File: src/rtl/btn_pkg.sv
// Shared encodings and default timings for the button event decoder.
// Imported by button_event and hold_timer.
package btn_pkg;

  typedef enum logic [1:0] {
    ARM     = 2'd0,
    IDLE    = 2'd1,
    PRESSED = 2'd2,
    REPEAT  = 2'd3
  } state_t;

  localparam int DEF_LONG_CYCLES   = 8;
  localparam int DEF_REPEAT_CYCLES = 4;
  localparam int DEF_CNT_W         = 16;

  function automatic int max2(input int a, input int b);
    return (a > b) ? a : b;
  endfunction

endpackage

File: src/rtl/hold_timer.sv
// Saturating hold counter; hit flags that the next counted edge
// reaches the threshold.
module hold_timer
  import btn_pkg::*;
#(
  parameter int CNT_W = DEF_CNT_W
) (
  input  logic             clk,
  input  logic             rst_n,
  input  logic             clr,
  input  logic             en,
  input  logic [CNT_W-1:0] threshold,
  output logic             hit
);

  localparam logic [CNT_W-1:0] ONE = CNT_W'(1);

  logic [CNT_W-1:0] cnt;

  always_ff @(posedge clk or negedge rst_n) begin
    if (!rst_n) begin
      cnt <= '0;
    end else if (clr) begin
      cnt <= '0;
    end else if (en && (cnt < threshold)) begin
      cnt <= cnt + ONE;
    end
  end

  // True once the saturated count sits at threshold, too.
  assign hit = (cnt >= (threshold - ONE));

endmodule

File: src/rtl/button_event.sv
// Turns a debounced button level into press/release/click/long/repeat
// pulses with registered outputs.
module button_event
  import btn_pkg::*;
#(
  parameter int LONG_CYCLES   = DEF_LONG_CYCLES,
  parameter int REPEAT_CYCLES = DEF_REPEAT_CYCLES,
  parameter int CNT_W         = DEF_CNT_W
) (
  input  logic clk,
  input  logic rst_n,
  input  logic btn,
  input  logic repeat_en,
  output logic press_p,
  output logic release_p,
  output logic click_p,
  output logic long_p,
  output logic rpt_p,
  output logic held
);

  localparam int MAXC = max2(LONG_CYCLES, REPEAT_CYCLES);

  if (LONG_CYCLES < 2) begin : g_bad_long
    $error("LONG_CYCLES must be at least 2");
  end
  if (REPEAT_CYCLES < 1) begin : g_bad_rpt
    $error("REPEAT_CYCLES must be at least 1");
  end
  if (CNT_W < 1 || (CNT_W < 31 && (1 << CNT_W) <= MAXC)) begin : g_bad_w
    $error("CNT_W too small for the configured thresholds");
  end

  localparam logic [CNT_W-1:0] LONG_T = CNT_W'(LONG_CYCLES);
  localparam logic [CNT_W-1:0] RPT_T  = CNT_W'(REPEAT_CYCLES);

  state_t           state, state_n;
  logic             press_n, release_n, click_n;
  logic             long_n, rpt_n;
  logic             clr, en, hit;
  logic [CNT_W-1:0] thr;

  hold_timer #(
    .CNT_W(CNT_W)
  ) u_timer (
    .clk      (clk),
    .rst_n    (rst_n),
    .clr      (clr),
    .en       (en),
    .threshold(thr),
    .hit      (hit)
  );

  always_comb begin
    state_n   = state;
    press_n   = 1'b0;
    release_n = 1'b0;
    click_n   = 1'b0;
    long_n    = 1'b0;
    rpt_n     = 1'b0;
    clr       = 1'b0;
    en        = 1'b0;
    thr       = LONG_T;
    unique case (state)
      ARM: begin
        clr = 1'b1;
        if (!btn) state_n = IDLE;
      end
      IDLE: begin
        // Counting the press edge itself loads the counter with 1.
        en = btn;
        if (btn) begin
          state_n = PRESSED;
          press_n = 1'b1;
        end
      end
      PRESSED: begin
        if (!btn) begin
          clr       = 1'b1;
          release_n = 1'b1;
          click_n   = 1'b1;
          state_n   = IDLE;
        end else if (hit) begin
          clr     = 1'b1;
          long_n  = 1'b1;
          state_n = REPEAT;
        end else begin
          en = 1'b1;
        end
      end
      REPEAT: begin
        thr = RPT_T;
        if (!btn) begin
          clr       = 1'b1;
          release_n = 1'b1;
          state_n   = IDLE;
        end else if (hit && repeat_en) begin
          clr   = 1'b1;
          rpt_n = 1'b1;
        end else begin
          en = 1'b1;
        end
      end
    endcase
  end

  always_ff @(posedge clk or negedge rst_n) begin
    if (!rst_n) begin
      state     <= ARM;
      press_p   <= 1'b0;
      release_p <= 1'b0;
      click_p   <= 1'b0;
      long_p    <= 1'b0;
      rpt_p     <= 1'b0;
      held      <= 1'b0;
    end else begin
      state     <= state_n;
      press_p   <= press_n;
      release_p <= release_n;
      click_p   <= click_n;
      long_p    <= long_n;
      rpt_p     <= rpt_n;
      held      <= (state_n == PRESSED) || (state_n == REPEAT);
    end
  end

endmodule

File: config.mk
export PLATFORM = sky130hd
export DESIGN_NAME = button_event
export DESIGN_NICKNAME = d
export VERILOG_FILES = /design/src/rtl/btn_pkg.sv /design/src/rtl/hold_timer.sv /design/src/rtl/button_event.sv
export SDC_FILE = /design/constraint.sdc
export NUM_CORES = 1
export LEC_CHECK = 0
export ABC_CLOCK_PERIOD_IN_PS = 4100
export CAP_MARGIN = 20
export CORE_MARGIN = 10
export CORE_UTILIZATION = 40
export CTS_CLUSTER_DIAMETER = 200
export DETAILED_ROUTE_END_ITERATION = 10
export HOLD_SLACK_MARGIN = 0.12
export SLEW_MARGIN = 5
export SYNTH_ARGS = -nofsm -noshare
export SYNTH_HDL_FRONTEND = slang
export SYNTH_SLANG_ARGS = --single-unit
File: constraint.sdc
create_clock -name clk -period 4.1 [get_ports clk]
set_clock_uncertainty 0.05 [all_clocks]
set_input_delay 0.82 -clock clk [delete_from_list [all_inputs] [get_ports clk]]
set_output_delay 0.82 -clock clk [all_outputs]
set_load 0.01 [all_outputs]
==> results of run 1 <==
-- state kept, by name, indices dropped and copies added, names as in the netlist --
signal,flops
click_p,1
press_p,1
release_p,1
held,1
long_p,1
rpt_p,1
u_timer.cnt,16
state,1
-- routing by layer --
layer	vias to the layer above	GRT usage	wire length [µm]	part of all wire
li1	386	-	-	-
met1	387	0.107	1020	0.50
met4	0	0.0338	12	0.0058
met3	2	0.0313	145	0.070
met2	18	0.123	881	0.43
met5	-	0	0	0
-- path summary, 6_finish.rpt --
path                              endpoint             from  cells past startpoint
max                         u_timer.cnt[3]              btn                      5
min                        u_timer.cnt[15]  u_timer.cnt[15]                      1
max reg2reg                u_timer.cnt[13]             held                      6
min reg2reg                u_timer.cnt[15]  u_timer.cnt[15]                      1
max in group asynchronous   u_timer.cnt[2]            rst_n                      2
min in group asynchronous           long_p            rst_n                      1
-- kinds of logic (layout without fill, tap and decap cells) --
group	after synthesis	count (layout)	synth area share
fa+ha+maj	7	7	0.0795
compound gates	21	21	0.139
xor+xnor	3	3	0.0239
buf+inv	9	20	0.0375
flops	23	23	0.523
simple gates	39	39	0.198
-- power groups by stage --
stage / sequential, W / combinational (W) / clock, W
after floorplan: 0.000263 / 0.000101 / 0
after global placement: 0.000263 / 0.000148 / 0
after detailed placement: 0.000265 / 0.000152 / 0
after CTS: 0.000260 / 0.000152 / 0.000113
after global routing: 0.000263 / 0.000175 / 0.000122
final: 0.000260 / 0.000153 / 0.000107
-- metrics by stage --
stage               instances  hold WS, ns  worst slack (ns)  area [µm²]   util
floorplan                 102        0.404              1.90        1100      -
global placement          138        0.420              1.38        1210  0.475
detailed placement        138        0.422              1.34        1210  0.475
CTS                       142        0.456              1.65        1240  0.486
global route              143        0.470              1.41        1250  0.492
finish                    143        0.449              1.65        1250  0.492
-- synthesized netlist by cell type (all sizes together) --
cell type   n  area share
dfrtp      23        0.52
and2       12       0.068
nor2        8       0.027
ha          7       0.080
inv         6       0.020
a21oi       5       0.023
nand2       4       0.016
nand3       3       0.014
nor4        3       0.017
o21ai       3       0.014
a2111oi     2       0.018
a221oi      2       0.016
a22o        2       0.016
a31oi       2       0.011
and2b       2       0.014
and3        2       0.011
clkbuf      2      0.0068
nand2b      2       0.011
xnor2       2       0.016
a2111o      1       0.010
a221o       1      0.0091
a31o        1      0.0080
and4        1      0.0080
buf         1       0.010
nand4       1      0.0057
o22ai       1      0.0057
o311ai      1      0.0080
or3         1      0.0057
xor2        1      0.0080
-- layout by cell type, fill, tap and decap left out --
master           instances
a2111o_1                 1
a2111oi_1                2
a21oi_1                  5
a221o_1                  1
a221oi_1                 2
a22o_1                   2
a31o_2                   1
a31oi_1                  2
and2_1                  12
and2b_1                  2
and3_1                   2
and4_1                   1
buf_8                    1
clkbuf_4                 3
clkdlybuf4s50_1          9
clkinv_2                 1
dfrtp_1                 23
ha_1                     7
inv_1                    6
nand2_1                  3
nand2_2                  1
nand2b_1                 2
nand3_1                  3
nand4_1                  1
nor2_1                   8
nor4_1                   3
o21ai_0                  1
o21ai_1                  2
o22ai_1                  1
o311ai_1                 1
or3_1                    1
xnor2_1                  2
xor2_1                   1
-- worst register-to-register path, delay by kind of cell (launching register included) --
| kind | cells | cell delay [ns] |
|---|---|---|
| AO/OA/AOI/OAI | 2 | 0.91 |
| flip-flops | 1 | 0.53 |
| AND/OR/NAND/NOR | 2 | 0.41 |
| adder cells (fa/ha/maj) | 1 | 0.31 |
| XOR/XNOR | 1 | 0.17 |
-- final cells by class --
class / count / area [µm²] / area share
sequential: 23 / 576 / 0.460
tap: 30 / 37.5 / 0.0300
timing repair buffer: 10 / 105 / 0.0839
clock buffer: 3 / 22.5 / 0.0180
clock inverter: 1 / 5.00 / 0.00400
multi-input combinational: 70 / 484 / 0.387
inverter: 6 / 22.5 / 0.0180
==> flow_summary.toml, run 1 <==
[route]
num_vias = 793
vias_per_cell = 5.55
ant_nets = 0
route.detailed.drc = 0
post_drt_wl_per_cell_um = 14.4
dr.pass1.iters = 4
routed_wl_um = 2060
drtIter0Drc = 44

[power]
pwr-share-comb = 0.295
p_leak_nw = 0.603
peakVddDrop_uv = 238
seqPwrFrac = 0.500
p_sw_frac = 0.347
power_density_nw_per_um2 = 416
pwr-share-clk = 0.205
p_int_w = 0.000340
power_w = 0.000521
p_sw_w = 0.000181

[final_layout]
drive_above_1_share = 0.0619
antenna_cells = 0
nets = 125
area_growth_pct = 13.7
nFillCells = 231

[clock_network]
hold_buffers = 0
cts_buffers = 3
clk_latency_ns = 0.31
postCtsSetupBuffers = 0
htreeDepth = 1
clk_pin_slew_ns = 0.13
root_buffer = "clkbuf_4"
clock_sinks = 23
cts_resized = 0
cts_buffer_depth = 2
cts_tree = "built"

[flow_run]
drv_cap = 0

[critical_path]
cp_top_family = "compound AO/OA/AOI/OAI gates"
critPathBufInv = 1
path_class = "input pin to register"
worst_ep_required_time_ns = 4.30
end_kind = "register"
cp-start-kind = "input pin"
crit_chain = "clkdlybuf4s50_1, o21ai_1, a2111o_1, or3_1, a21oi_1"
cpMaxStageDelayCell = "clkdlybuf4s50_1"
rrSetupSlack_ns = 1.66
arrival_ns = 2.65
slowest_delay_ns = 0.68
path_max_fanout = 12

[floorplanning]
core_area_um2 = 2540
ios = 10
die_y_um = 72.5
initial_core_util = 0.433
die_area_um2 = 5250
die_w_um = 72.5
rows = 18

[timing]
layout_min_cycle_time_ns = 2.45
final-setup-viol-count = 0
post-route-period-util = 0.599
drv_slew = 0
slew-limit-headroom = 0.557
tightest_slew_ns = 0.661
fmax_mhz = 407
hold_viol = 0
fin_tns_setup_ns = 0
rsz0062_at_grt = "no"

[global_route]
grt_max_degree = 24
grt_use_total = 0.0835
grt_pass1_wl_um = 3640
grt_pass1_vias = 797
grt_antenna_before_repair = 0
grt-ovfl-total = 0

[placed_design]
port_buffers = 9
dpl.hpwl_um = 1490
gp_congestion = 0.789

[yosys]
ys_seq_area_frac = 0.523
syn_nets = 113
yosys_warnings = 0
syn_avg_cell_area_um2 = 10.8
ys_seq_elements = 23
syn_inst = 102
synth_cell_types = 31
syn_area_um2 = 1100

[hold_path]
hp-class = "register to register"

[run_status]
status = "complete, no violations"
(Power assumes the default switching activity.)
==> run 2: changes to the inputs <==
Settings changed: ABC_CLOCK_PERIOD_IN_PS 4100 to 2000.
Clock period 4.1 ns to 2 ns, I/O delays scaled along.
==> flow_summary.toml, run 2 (synthesis results as in run 1) <==
[final_layout]
fin_area_um2 = 1420
antenna_cells = 0
largest_register_ffs = 16
area_growth_pct = 28.6
final_cells = 162
post-route-util = 0.557
nFillCells = 239
ff_latch_area_um2 = 578
nets = 144
drive_above_1_share = 0.235
multi_input_area_um2 = 512
final_cell_mix = "dfrtp_1 (21), buf_4 (20), and2_1 (12)"
layout_commonest_cell = "dfrtp_1"
regMostFlops = "u_timer.cnt"

[critical_path]
end_kind = "register"
cpMaxStageDelayCell = "dfrtp_2"
cp_top_family = "compound AO/OA/AOI/OAI gates"
r2r.worst_path.cells = 7
worst_ep_required_time_ns = 2.19
critPathBufInv = 1
slowest_delay_ns = 0.47
path_class = "register to register"
crit-reg2reg-launch = "state[0]"
crit-reg2reg-capture = "u_timer.cnt[3]"
path_max_fanout = 4
crit_chain = "ha_4, buf_4, and2b_1, a22o_1, a2111o_1, or3_1, a21oi_1"
cp-start-kind = "register"
arrival_ns = 2.33
rrSetupSlack_ns = -0.14

[timing]
tightest_slew_ns = 0.377
drv_slew = 0
fin_hold_ws_ns = 0.382
hold_viol = 0
layout_min_cycle_time_ns = 2.14
final-setup-viol-count = 5
post-route-period-util = 1.07
rsz0062_at_grt = "yes"
fmax_mhz = 468
slew-limit-headroom = 0.748
worst_slack_ns = -0.138

[clock_network]
clk_pin_slew_ns = 0.13
htreeDepth = 1
clk_latency_ns = 0.31
hold_buffers = 0
cts_buffers = 3
root_buffer = "clkbuf_4"
cts_buffer_depth = 2
clock_sinks = 23
cts_tree = "built"

[placed_design]
gp_congestion = 0.723
dpl.hpwl_um = 1620
port_buffers = 9
placed_cell_area_um2 = 1360
place_inst = 156

[power]
power_density_nw_per_um2 = 820
p_sw_frac = 0.332
seqPwrFrac = 0.449
p_leak_nw = 0.686
p_sw_w = 0.000385
pwr-share-comb = 0.364
pwr-share-clk = 0.187
peakVddDrop_uv = 430
p_int_w = 0.000776

[route]
route.detailed.drc = 0
drtIter0Drc = 34
vias_per_cell = 5.09
routed_wl_um = 2140
dr.pass1.iters = 4
post_drt_wl_per_cell_um = 13.2
ant_nets = 0
num_vias = 825

[global_route]
grt_max_degree = 24
grt-ovfl-total = 0
grt_pass1_wl_um = 3660
grt_antenna_before_repair = 0
grt_pass1_vias = 819
grt_use_total = 0.0835

[floorplanning]
initial_core_util = 0.433
core_area_um2 = 2540
die_y_um = 72.5
ios = 10
die_area_um2 = 5250
rows = 18
die_w_um = 72.5

[flow_run]
drv_cap = 0

[hold_path]
hp-class = "input pin to async pin"

[run_status]
violations = "setup timing"
status = "finished with violations"
run 2: area by class of cell:
cell class,instances,share of cell area
Timing Repair Buffer,29,0.170
Inverter,6,0.0159
Sequential cell,23,0.408
Tap cell,30,0.0265
Clock buffer,4,0.0186
Multi-Input combinational cell,70,0.361
run 2: how the worst max path moves through the flow:
stage	startpoint	endpoint	slack, ns	cells after the start
after floorplan	held	u_timer.cnt[3]	-0.10	6
after global placement	repeat_en	u_timer.cnt[3]	-0.12	6
after detailed placement	repeat_en	u_timer.cnt[3]	-0.17	6
after CTS	state[0]	u_timer.cnt[3]	-0.15	6
after global routing	state[0]	u_timer.cnt[3]	-0.21	7
final	state[0]	u_timer.cnt[3]	-0.14	7
run 2: repair_timing:
item,CTS,global route
gates resized for setup,2,1
setup buffers,2,0
setup endpoints to repair,5,16
pin swaps,5,1
hold endpoints to repair,0,0
run 2: power by group through the flow:
stage / logic [W] / registers (W) / clock network, W
floorplan: 0.000210 / 0.000547 / 0
global placement: 0.000409 / 0.000528 / 0
detailed placement: 0.000410 / 0.000529 / 0
CTS: 0.000420 / 0.000523 / 0.000222
global route: 0.000475 / 0.000528 / 0.000241
finish: 0.000423 / 0.000522 / 0.000217
run 2: layer usage:
| metal | part of all wire | vias up | GRT usage |
|---|---|---|---|
| met5 | 0 | - | 0 |
| met4 | 0.0037 | 0 | 0.0295 |
| met3 | 0.039 | 2 | 0.0218 |
| met2 | 0.45 | 8 | 0.128 |
| met1 | 0.50 | 395 | 0.110 |
| li1 | - | 420 | - |
run 2: per-stage QoR:
stage                     setup WS [ns]  power, W  TNS, ns
after CTS                        -0.154   0.00116   -0.532
after global placement           -0.118  0.000936   -0.387
after detailed placement         -0.174  0.000939   -0.413
final                            -0.138   0.00116   -0.412
after floorplan                  -0.102  0.000757   -0.102
after global routing             -0.208   0.00124    -1.50
